==> src/rtl/encrypted_tx_packetizer.sv <==
// Drains one full block of ciphertext from the encrypted-data FIFO and frames it
// as a USB data packet (DATA0/DATA1 PID, payload, CRC16 low byte first).
module encrypted_tx_packetizer #(
  parameter int unsigned PAYLOAD_BYTES = 16
) (
  input  logic       clk,
  input  logic       n_rst,
  input  logic       tx_enable,
  input  logic       clear_toggle,
  input  logic [7:0] fifo_r_data,
  input  logic       fifo_empty,
  input  logic       fifo_full,
  output logic       fifo_r_enable,
  output logic [7:0] tx_data,
  output logic       tx_valid,
  input  logic       tx_ready,
  output logic       tx_last,
  output logic       pkt_done,
  output logic       busy
);

  localparam int unsigned CNT_W = (PAYLOAD_BYTES > 1) ? $clog2(PAYLOAD_BYTES) : 1;
  localparam logic [CNT_W-1:0] LAST_CNT = CNT_W'(PAYLOAD_BYTES - 1);

  localparam logic [2:0] S_IDLE    = 3'd0;
  localparam logic [2:0] S_PID     = 3'd1;
  localparam logic [2:0] S_PAYLOAD = 3'd2;
  localparam logic [2:0] S_CRC_LO  = 3'd3;
  localparam logic [2:0] S_CRC_HI  = 3'd4;

  localparam logic [7:0] PID_DATA0 = 8'hC3;
  localparam logic [7:0] PID_DATA1 = 8'h4B;

  logic [2:0]       state;
  logic             toggle;
  logic [15:0]      crc;
  logic [CNT_W-1:0] byte_cnt;
  logic [7:0]       pid;
  logic             accept;

  // Reflected USB CRC16 (poly 16'hA001), one byte, LSB first.
  function automatic logic [15:0] crc16_byte(input logic [15:0] crc_in, input logic [7:0] d);
    logic [15:0] c;
    logic        fb;
    c = crc_in;
    for (int unsigned i = 0; i < 8; i++) begin
      fb = c[0] ^ d[3'(i)];
      c  = (c >> 1) ^ (fb ? 16'hA001 : 16'h0000);
    end
    return c;
  endfunction

  always_comb begin
    tx_valid = 1'b0;
    tx_data  = '0;
    tx_last  = 1'b0;
    case (state)
      S_PID: begin
        tx_valid = 1'b1;
        tx_data  = pid;
      end
      S_PAYLOAD: begin
        tx_valid = ~fifo_empty;
        tx_data  = fifo_r_data;
      end
      S_CRC_LO: begin
        tx_valid = 1'b1;
        tx_data  = ~crc[7:0];
      end
      S_CRC_HI: begin
        tx_valid = 1'b1;
        tx_last  = 1'b1;
        tx_data  = ~crc[15:8];
      end
      default: ;
    endcase
  end

  assign accept        = tx_valid & tx_ready;
  assign fifo_r_enable = (state == S_PAYLOAD) & accept;
  assign busy          = (state != S_IDLE);

  always_ff @(posedge clk) begin
    if (!n_rst) begin
      state    <= S_IDLE;
      toggle   <= 1'b0;
      crc      <= 16'hFFFF;
      byte_cnt <= '0;
      pid      <= '0;
      pkt_done <= 1'b0;
    end else begin
      pkt_done <= 1'b0;
      case (state)
        S_IDLE: begin
          if (tx_enable && fifo_full) begin
            pid      <= toggle ? PID_DATA1 : PID_DATA0;
            crc      <= 16'hFFFF;
            byte_cnt <= '0;
            state    <= S_PID;
          end
        end
        S_PID: begin
          if (accept) state <= S_PAYLOAD;
        end
        S_PAYLOAD: begin
          if (accept) begin
            crc <= crc16_byte(crc, fifo_r_data);
            // Last byte leaves the counter parked so it never wraps in-packet.
            if (byte_cnt == LAST_CNT) state <= S_CRC_LO;
            else                      byte_cnt <= byte_cnt + CNT_W'(1);
          end
        end
        S_CRC_LO: begin
          if (accept) state <= S_CRC_HI;
        end
        S_CRC_HI: begin
          if (accept) begin
            state    <= S_IDLE;
            pkt_done <= 1'b1;
          end
        end
        default: state <= S_IDLE;
      endcase

      // clear_toggle takes priority over the end-of-packet flip.
      if (clear_toggle)                     toggle <= 1'b0;
      else if (state == S_CRC_HI && accept) toggle <= ~toggle;
    end
  end

endmodule

==> config.mk <==
export PLATFORM = sky130hd
export DESIGN_NAME = encrypted_tx_packetizer
export DESIGN_NICKNAME = d
export VERILOG_FILES = /design/src/rtl/encrypted_tx_packetizer.sv
export SDC_FILE = /design/constraint.sdc
export NUM_CORES = 1
export LEC_CHECK = 0
export BUFFER_PORTS_ARGS = -buffer_cell sky130_fd_sc_hd__buf_2
export CORE_MARGIN = 3
export CORE_UTILIZATION = 40
export CTS_CLUSTER_SIZE = 10
export DETAILED_ROUTE_END_ITERATION = 7
export GPL_TIMING_DRIVEN = 0
export SYNTH_ARGS = -nofsm -noshare
export SYNTH_HDL_FRONTEND = slang
export SYNTH_SLANG_ARGS = --single-unit
export TNS_END_PERCENT = 30
==> constraint.sdc <==
create_clock -name clk -period 2.4 [get_ports clk]
set_input_delay 0.48 -clock clk [delete_from_list [all_inputs] [get_ports clk]]
set_output_delay 0.48 -clock clk [all_outputs]
set_load 0.01 [all_outputs]
==> impl_summary.md <==
Pwr
Power spread over the standard cell area amounts to 641 nW/um2. In this run the static leakage power is 0.743 nW. IR analysis of the VDD net gives a maximum drop of 0.334 mV. Power comes to 1.18 mW.

Cells and area
The layout has 351 filler cells. The count of non-filler cells in the finished layout is 267. Of the cells placed in the final design, the portion with a size suffix greater than 1 is 19.0%.

In the layout the commonest cells are sky130_fd_sc_hd__buf_2, sky130_fd_sc_hd__dfxtp_1, sky130_fd_sc_hd__nor2_1, sky130_fd_sc_hd__o21ai_0, sky130_fd_sc_hd__nand2_1. The area growth from synthesis to layout is 18.8%. The count of antenna diodes in the layout is 0.

The net count of the finished layout is 238. Summing all non-filler instances in the final layout gives an area of 1840 um2.

Setup path
For this run, the slowest stage of the critical path takes 0.47 ns. STA puts the critical path data arrival time at 1.83 ns. In this run the worst path has a maximum fanout of 10. The largest individual stage delay along the critical path comes from the cell sky130_fd_sc_hd__dfxtp_1. The critical path contains buffers and inverters numbering 2 combined. STA puts the critical path data required time at 1.92 ns. The endpoint kind of the worst setup timing path is an output port. The signal on the critical path passes through clkbuf_1, o21ai_0, a21oi_1, a21oi_1, o21ai_0, buf_2.

STA classifies the critical path startpoint as a flop. The critical path is of the flop to output port type. The category of cells accounting for the largest share of critical-path delay is buffers and inverters.

Global route
The pin count of the biggest net entering global routing is 17. The first global-routing pass estimated 6.43 mm of wire. The number of global-route vias before repair is 1338.

The global route total overflow is 0. The number of antenna violations at the first check in global routing is 0. The total routing resource utilization after global routing is 18.5%.

Logic synthesis
After technology mapping, the gate count stands at 189. The fraction of synthesis flops using an asynchronous set or reset pin is 0%. The register bit total from synthesis is 28. The number of flops mapped to enable cells by yosys is 0. In this run the biggest area consumer among cell types represents 36.2% of the synthesized area. For this run, the number of Yosys warnings is 0. The sequential-to-total area share from yosys stat is 36.2%.

The most area-hungry cell type in the Yosys netlist is sky130_fd_sc_hd__dfxtp_1. The net count after synthesis is 205. After synthesis, the mean cell area works out to 8.20 um2.

The distinct cell type count after synthesis is 34. Yosys attributes the largest share of cell area to sky130_fd_sc_hd__dfxtp_1, sky130_fd_sc_hd__xnor2_1, sky130_fd_sc_hd__o21ai_0. In the synthesized netlist the dominant register cell turns out to be sky130_fd_sc_hd__dfxtp_1. The cell area that synthesis handed to floorplanning was 1550 um2.

Floorplan
The standard cell core area is 3520 um2. Measured along the x axis, the die boundary spans 68.2 um. The die covers 4660 um2. For this configuration, the core starts out at a cell density of 44.0%.

The number of placement rows is 21. From bottom edge to top edge, the die measures 68.2 um. For this design the top-level I/O count stands at 28.

Routing
The remaining antenna violation count is 0. The routed design has 4.05 mm of wire. The detail-routed net length per standard cell is 15.2 um.

The number of vias per cell is 5.49. The starting DRC count in detailed routing is 74. The first-pass detailed-route iteration total is 4. The number of DRC violations after detailed routing is 0.

Across all layers, the routed design uses 1465 vias.

Clock network
The tree is rooted in a sky130_fd_sc_hd__clkbuf_8. The clock net sink count is 28. Clock-pin slew was measured on the worst setup and hold paths at 0.10 ns. The CTS tree is yes.

The number of levels in the clock H-tree is 1. Clock tree synthesis inserted a total of 3 buffers. The clock latency at the later pin of the worst-skew pair is 0.28 ns. The worst-case clock buffer depth is 2.

STA
The worst path in the final design needs a cycle of 2.31 ns, including I/O delays and setup. The remaining max-slew budget at the tightest pin is 65.8%. Of the available clock period, the critical path in the final layout requires 96.3%. For the final database, setup skew stands at 0.00676 ns.

The setup-violating endpoint count in the final report is 0. Based on the critical path, the design can be clocked at up to 433 MHz. The slew at the pin closest to its max-slew limit is 0.513 ns.

Setup repair after global routing could not meet its margin everywhere. The hold violation count in the final report was 0. Summed over all failing endpoints, the final setup total negative slack is 0 ns. The count of pins over their slew limit is 0.

Placement
The wire-length estimate of the detail-placed layout is 2.99 mm. The global placer's final weighted congestion is 0.880. The port buffer count is 27. The placement-stage cell area is 1740 um2. After detailed placement, the design holds a cell count of 262.

Hold path
The worst hold path class is input port to flop.

Job
The number of max-cap violations is 0.

Outcome
The flow ran to the end, and the final reports show no timing, DRC or antenna violations.
==> area by class of cell <==
class / instances / area, um2 / share of cell area (%)
plain buffers: 8 / 33.8 / 1.84
clock buffers: 3 / 41.3 / 2.24
clock inverters: 1 / 30.0 / 1.63
inverters: 5 / 18.8 / 1.02
multi-input cells: 147 / 948 / 51.5
flip-flops and latches: 28 / 561 / 30.5
well taps: 46 / 57.6 / 3.13
repair buffers: 29 / 150 / 8.16
==> worst paths after layout <==
| path | start | end | depth (start not counted) | slack [ns] |
|---|---|---|---|---|
| worst min register to register | toggle | pid[7] | 1 | 0.49 |
| worst max-delay path | state[1] | tx_data[1] | 6 | 0.09 |
| worst min-delay path | clear_toggle | toggle | 2 | 0.35 |
| worst max register to register | state[0] | crc[11] | 6 | 0.33 |
==> registers in the layout (all words and copies together), names as in the netlist <==
name,count
crc,16
byte_cnt,4
pid,3
state,3
pkt_done,1
toggle,1
==> cell families (layout without fill, tap and decap cells) <==
group,after synthesis,after routing,synth area share [%]
AO/OA/AOI/OAI,51,51,19.2
XOR/XNOR,25,25,17.9
adder cells (fa/ha/maj),1,1,0.808
buffers and inverters,14,46,3.47
flip-flops,28,28,36.2
multiplexers,3,3,1.94
AND/OR/NAND/NOR,67,67,20.5
==> synthesized netlist by cell type, types with 3 or more instances <==
library cell	n
sky130_fd_sc_hd__o22ai_1	10
sky130_fd_sc_hd__nor2_1	22
sky130_fd_sc_hd__nor3b_1	4
sky130_fd_sc_hd__a21oi_1	12
sky130_fd_sc_hd__nor2b_1	5
sky130_fd_sc_hd__nand3_1	3
sky130_fd_sc_hd__nand2b_1	3
sky130_fd_sc_hd__xor2_1	5
sky130_fd_sc_hd__xnor2_1	15
sky130_fd_sc_hd__o21ai_0	18
sky130_fd_sc_hd__dfxtp_1	28
sky130_fd_sc_hd__nor3_1	7
sky130_fd_sc_hd__inv_1	5
sky130_fd_sc_hd__mux2i_1	3
sky130_fd_sc_hd__clkbuf_1	8
sky130_fd_sc_hd__nand2_1	17
==> routing by layer <==
layer  GRT usage, %  vias to the layer above  routed length (um)  part of all wire, %
met4           3.72                        0                  23                 0.57
li1               -                      719                   -                    -
met5              0                        -                   0                    0
met3           2.96                        4                 169                  4.2
met1           26.9                      714                2030                   50
met2           28.8                       28                1830                   45
==> where the power goes <==
group          total (mW)  internal [mW]  switching, mW
Combinational       0.304          0.132          0.172
Clock               0.378          0.223          0.155
Sequential          0.497          0.478         0.0198
==> worst reg2reg max path, cell delays in order, from the launching register on <==
cell and delay, ns:
sky130_fd_sc_hd__dfxtp_1 0.43, sky130_fd_sc_hd__or3_1 0.50, sky130_fd_sc_hd__o2bb2ai_1 0.28, sky130_fd_sc_hd__clkbuf_1 0.41, sky130_fd_sc_hd__nand3_1 0.12, sky130_fd_sc_hd__o21ai_0 0.12
sky130_fd_sc_hd__nand2_1 0.08
==> per-stage QoR <==
| stage | hold slack, ns | setup slack [ns] | util (%) |
|---|---|---|---|
| 2_1_floorplan | 0.445 | 0.478 | - |
| 3_3_place_gp | 0.453 | -0.111 | 49.5 |
| 3_5_place_dp | 0.462 | -0.128 | 49.5 |
| 4_1_cts | 0.354 | -0.0763 | 51.7 |
| 5_1_grt | 0.342 | -0.0630 | 52.3 |
| 6_report | 0.353 | 0.0897 | 52.3 |
==> timing repair <==
item / in CTS / in global routing
hold buffers: 0 / 0
pin swaps: 0 / 1
buffers inserted: 0 / 2
endpoints found under the setup margin: 12 / 9
gates resized for setup: 2 / 4
Power figures use the tool's default switching activity.
